File: src/rtl/fetch_pc_sequencer.sv
// ---------------------------------------------------------------------------
// fetch_pc_sequencer
//
// Purpose:
//   Generates the instruction fetch address stream for a simple in-order
//   RISC-V front end. A four-state controller (BOOT, FETCH, SQUASH, WAIT)
//   issues one fetch at a time, presents each returned instruction downstream
//   and absorbs branch/jump redirects at any point in the fetch cycle.
//
// Ports:
//   clk             - single clock, rising-edge active
//   rst_n           - asynchronous active-low reset
//   redirect_valid  - a branch/jump target is present on redirect_pc
//   redirect_pc     - redirect target; the low two bits are dropped
//   stall           - downstream cannot accept the presented instruction
//   imem_req        - fetch request, high in FETCH and SQUASH
//   imem_addr       - fetch address (the internal pc register)
//   imem_ack        - imem_rdata is valid for the outstanding request
//   imem_rdata      - fetched instruction word
//   inst_valid      - inst/inst_pc hold a valid instruction
//   inst            - instruction presented downstream
//   inst_pc         - address of inst
// ---------------------------------------------------------------------------
module fetch_pc_sequencer #(
  parameter int INST_MEMORY_ADDRESS_WIDTH = 32,
  parameter int RISC_V_DATA_WIDTH         = 32,
  parameter logic [INST_MEMORY_ADDRESS_WIDTH-1:0] RESET_PC = '0
) (
  input  logic                                 clk,
  input  logic                                 rst_n,
  input  logic                                 redirect_valid,
  input  logic [INST_MEMORY_ADDRESS_WIDTH-1:0] redirect_pc,
  input  logic                                 stall,
  output logic                                 imem_req,
  output logic [INST_MEMORY_ADDRESS_WIDTH-1:0] imem_addr,
  input  logic                                 imem_ack,
  input  logic [RISC_V_DATA_WIDTH-1:0]         imem_rdata,
  output logic                                 inst_valid,
  output logic [RISC_V_DATA_WIDTH-1:0]         inst,
  output logic [INST_MEMORY_ADDRESS_WIDTH-1:0] inst_pc
);

  localparam int AW = INST_MEMORY_ADDRESS_WIDTH;
  localparam int DW = RISC_V_DATA_WIDTH;

  typedef enum logic [1:0] {
    ST_BOOT   = 2'd0,
    ST_FETCH  = 2'd1,
    ST_SQUASH = 2'd2,
    ST_WAIT   = 2'd3
  } state_t;

  // Word-align a target: instructions are 4-byte aligned, so the low two
  // bits of any redirect address are forced to zero.
  function automatic logic [AW-1:0] align_pc(input logic [AW-1:0] addr);
    align_pc = addr & ~AW'(3);
  endfunction

  // Registered state
  state_t          state_r;
  logic [AW-1:0]   pc_r;
  logic [AW-1:0]   pending_r;
  logic            req_r;
  logic            inst_valid_r;
  logic [DW-1:0]   inst_r;
  logic [AW-1:0]   inst_pc_r;

  // Next-state values
  state_t          state_s;
  logic [AW-1:0]   pc_s;
  logic [AW-1:0]   pending_s;
  logic            req_s;
  logic            inst_valid_s;
  logic [DW-1:0]   inst_s;
  logic [AW-1:0]   inst_pc_s;
  logic [AW-1:0]   redirect_aligned_s;
  logic [AW-1:0]   pc_inc_s;

  assign redirect_aligned_s = align_pc(redirect_pc);
  // Natural AW-bit truncation gives the modulo-2^AW wrap.
  assign pc_inc_s           = pc_r + AW'(4);

  // Next-state and datapath decode for the fetch controller.
  always_comb begin
    state_s      = state_r;
    pc_s         = pc_r;
    pending_s    = pending_r;
    inst_valid_s = inst_valid_r;
    inst_s       = inst_r;
    inst_pc_s    = inst_pc_r;

    case (state_r)
      ST_BOOT: begin
        // Any imem_ack here belongs to a fetch abandoned by reset.
        state_s = ST_FETCH;
      end

      ST_FETCH: begin
        if (imem_ack) begin
          if (redirect_valid) begin
            // Fetched word is on the wrong path; refetch at the target.
            pc_s    = redirect_aligned_s;
            state_s = ST_FETCH;
          end else begin
            inst_s       = imem_rdata;
            inst_pc_s    = pc_r;
            inst_valid_s = 1'b1;
            pc_s         = pc_inc_s;
            state_s      = ST_WAIT;
          end
        end else if (redirect_valid) begin
          // The request is in flight and imem_addr must stay stable, so the
          // target is parked until the stale response comes back.
          pending_s = redirect_aligned_s;
          state_s   = ST_SQUASH;
        end else begin
          state_s = ST_FETCH;
        end
      end

      ST_SQUASH: begin
        if (imem_ack) begin
          // A redirect arriving with the ack is newer than the parked one.
          if (redirect_valid) begin
            pc_s      = redirect_aligned_s;
            pending_s = redirect_aligned_s;
          end else begin
            pc_s = pending_r;
          end
          state_s = ST_FETCH;
        end else if (redirect_valid) begin
          pending_s = redirect_aligned_s;
          state_s   = ST_SQUASH;
        end else begin
          state_s = ST_SQUASH;
        end
      end

      ST_WAIT: begin
        if (redirect_valid) begin
          // Held instruction is on the wrong path regardless of stall.
          inst_valid_s = 1'b0;
          pc_s         = redirect_aligned_s;
          state_s      = ST_FETCH;
        end else if (!stall) begin
          inst_valid_s = 1'b0;
          state_s      = ST_FETCH;
        end else begin
          state_s = ST_WAIT;
        end
      end

      default: begin
        state_s      = ST_BOOT;
        inst_valid_s = 1'b0;
      end
    endcase

    // imem_req is registered alongside the state so it is high exactly
    // while the controller sits in FETCH or SQUASH.
    if ((state_s == ST_FETCH) || (state_s == ST_SQUASH)) begin
      req_s = 1'b1;
    end else begin
      req_s = 1'b0;
    end
  end

  // State and datapath registers with asynchronous reset.
  always_ff @(posedge clk or negedge rst_n) begin
    if (!rst_n) begin
      state_r      <= ST_BOOT;
      pc_r         <= RESET_PC;
      pending_r    <= '0;
      req_r        <= 1'b0;
      inst_valid_r <= 1'b0;
      inst_r       <= '0;
      inst_pc_r    <= '0;
    end else begin
      state_r      <= state_s;
      pc_r         <= pc_s;
      pending_r    <= pending_s;
      req_r        <= req_s;
      inst_valid_r <= inst_valid_s;
      inst_r       <= inst_s;
      inst_pc_r    <= inst_pc_s;
    end
  end

  assign imem_req   = req_r;
  assign imem_addr  = pc_r;
  assign inst_valid = inst_valid_r;
  assign inst       = inst_r;
  assign inst_pc    = inst_pc_r;

endmodule
File: config.mk
export PLATFORM = sky130hd
export DESIGN_NAME = fetch_pc_sequencer
export DESIGN_NICKNAME = d
export VERILOG_FILES = /design/src/rtl/fetch_pc_sequencer.sv
export SDC_FILE = /design/constraint.sdc
export NUM_CORES = 1
export LEC_CHECK = 0
export ABC_AREA = 1
export CORE_UTILIZATION = 30
export DETAILED_ROUTE_END_ITERATION = 8
export HOLD_SLACK_MARGIN = 0.05
export SYNTH_ARGS = -nofsm -noshare
export SYNTH_HDL_FRONTEND = slang
export SYNTH_SLANG_ARGS = --single-unit
export TNS_END_PERCENT = 5
File: constraint.sdc
create_clock -name clk -period 3.4 [get_ports clk]
set_clock_uncertainty 0.1 [all_clocks]
set_input_delay 0.68 -clock clk [delete_from_list [all_inputs] [get_ports clk]]
set_output_delay 0.68 -clock clk [all_outputs]
set_load 0.01 [all_outputs]
==> results.yml <==
logic_synthesis:
  synth_top_area_cell: "dfrtp_1"
  synth_top_area_share_pct: 48.75
  ys_top_cells_by_area: "dfrtp_1, nand2_1, o21ai_0, inv_1, mux2_1"
  ys_seq_area_share_pct: 48.75
  synthCells: 868
  synth_nets: 940
  yosysWarnings: 0
  synth_cell_types: 30
  synth_area_sq_mm: 0.006775
  syn_area_per_cell_sq_um: 7.806
  ys_ff_latch: 132
detailed_routing:
  avgViaCountPerCell: 4.804
  finalWirelength_mm: 20.52
  ant_nets: 0
  wl_per_cell_microns: 15.61
  vias: 6317
  drt_first_iter_violations: 455
  drt_first_pass_iters: 9
  remaining_drc_errors: 14
sta:
  period_share_pct: 68.30
  fin_crit_ns: 2.322
  tightestPinTransition_ns: 0.5990
  setup_viol: 0
  slew_violations: 0
  hold_slack_ns: 0.1518
  slew_headroom_pct: 60.07
  hold_viol: 0
  rsz0062_at_grt: "no"
  fin_tns_setup_ns: 0
  clock.fmax_ghz: 0.4306
pwr:
  peakVddDrop_mv: 0.3178
  powerDensity_mw_per_mm2: 884.6
  power.leakage_nw: 4.238
floorplanning:
  core_sq_mm: 0.02196
  die_y_microns: 152.3
  fp.dieW_microns: 152.3
  start_util_pct: 30.85
  io-pin-count: 167
  core.rowCount: 54
  dieArea_sq_mm: 0.02319
critical_path:
  startpoint_type: "flop"
  rr_worst_depth: 7
  worstSetupPathType: "flop to flop"
  reg2reg_from: "state_r[1]$_DFF_PN0_"
  required_ns: 3.59
  cp.arrival_ns: 2.52
  reg2reg_setup_slack_ns: 1.08
  path_max_fanout: 30
  timing.rr.end: "imem_addr[19]$_DFFE_PN0P_"
  cp-end-kind: "flop"
worst_hold_path:
  worstHoldPathType: "input pin to asynchronous set/reset pin"
clock_tree:
  clkTransAtPathRegs_ns: 0.06
  clock_path_buffers: 2
  cts_root_buf: "clkbuf_16"
  cts-htree-levels: 4
  cts_resized: 0
  holdBufCountCts: 0
  cts_tree: "yes"
  cts_setup_buffers: 0
  cts_made_buffers: 17
  clock_latency_ns: 0.42
  cts.sinks: 132
global_route:
  grt_usage_pct: 18.48
  grt_pass1_vias: 5979
  grt_pass1_wl_mm: 33.47
  grt.overflow.total: 0
  antenna_found_initial: 1
  grt_max_degree: 60
placed_design:
  dp_hpwl_mm: 14.86
  gp_congestion: 0.8541
  dpl_cell_area_sq_mm: 0.008751
  portBuffers: 164
layout:
  fin_util_pct: 42.53
  syn_to_final_growth_pct: 37.84
  antenna_cells: 0
  final_area_sq_mm: 0.009339
  final_cell_mix: "nand2_1, clkdlybuf4s50_1, dfrtp_1"
  layout-drive-gt1-share_pct: 6.184
  layout_commonest_cell: "nand2_1"
  final_nets: 1094
flow_run:
  maxCapViolCount: 0
outcome:
  violations: "DRC"
  status: "finished with violations"
==> routing by layer <==
metal	GRT usage (%)	share of wire [%]	wire, microns
met3	2.702	6.6	1363
met4	8.941	3.1	631
met2	27.98	45	9154
met1	25.83	46	9358
met5	0	0.063	13
==> registers in the layout, indices dropped and copies added (netlist names) <==
name	cells
imem_addr	32
imem_req	1
inst	32
inst_pc	32
inst_valid	1
pending_r	32
state_r	2
==> metrics by stage <==
step | power, mW | instances | setup WS [ns]
finish | 8.261 | 1315 | 1.078
floorplan | 4.551 | 868 | 0.9347
CTS | 8.326 | 1315 | 1.060
global placement | 6.414 | 1283 | 0.7869
global route | 8.859 | 1315 | 0.9444
detailed placement | 6.462 | 1283 | 0.7920
==> cell families after synthesis <==
family                   share of synthesized area (%)
multiplexers                                     5.983
AO/OA/AOI/OAI                                    12.76
adder cells (fa/ha/maj)                         0.5541
buffers and inverters                            6.722
AND/OR/NAND/NOR                                  24.71
flip-flops                                       48.75
XOR/XNOR                                        0.5170
==> Yosys cell counts <==
cell type  count
o21ai_1        2
inv_2          2
o22a_1         1
clkbuf_1      34
a21boi_1      14
a21boi_0       3
a221oi_1       2
ha_1           3
a22oi_1        1
xor2_1         4
nand2_1      304
mux2_1        24
nor2_1        49
and3_1        17
nand4_1        1
o21ai_0      107
o21a_1         4
a41oi_1        1
nand3b_1       1
nor2_2         1
dfrtp_1      132
a22o_1         1
inv_1         76
a21oi_1       19
and2_1         2
mux2_2        12
nand3_1       42
o311ai_1       1
a31oi_1        1
buf_2          7
==> critical path, stage by stage (launching register included) <==
cell and delay, ns:
dfrtp_1 0.68, nand2_1 0.23, nand2_1 0.13, o21a_1 0.15
o21ai_2 0.07, inv_2 0.40, and3_1 0.33, a21boi_1 0.09
==> where the power goes <==
part	total [mW]	internal (mW)	switching [mW]
clock	1.82	1.04	0.782
combinational	3.57	1.72	1.85
sequential	2.87	2.31	0.562
total	8.26	5.07	3.19
==> worst max-delay path by stage <==
| stage | endpoint | startpoint | slack [ns] |
|---|---|---|---|
| 6_report | imem_addr[19]$_DFFE_PN0P_ | state_r[1]$_DFF_PN0_ | 1.08 |
| 5_1_grt | imem_addr[17]$_DFFE_PN0P_ | state_r[1]$_DFF_PN0_ | 0.94 |
| 4_1_cts | imem_addr[8] | imem_addr[8]$_DFFE_PN0P_ | 1.06 |
| 3_5_place_dp | imem_addr[17]$_DFFE_PN0P_ | imem_ack | 0.79 |
| 3_3_place_gp | imem_addr[17]$_DFFE_PN0P_ | imem_ack | 0.79 |
| 2_1_floorplan | inst[0]$_DFFE_PN0P_ | redirect_valid | 0.93 |
==> final cells by class <==
type | count | area, sq um
inverters | 78 | 292.8
clock buffers | 17 | 425.4
multi-input cells | 617 | 3039
flip-flops and latches | 132 | 3303
well taps | 280 | 350.3
repair buffers | 176 | 1765
clock inverters | 15 | 162.7
fillers | 2173 | 12620
Note: power is estimated with default switching activity, not from simulation.
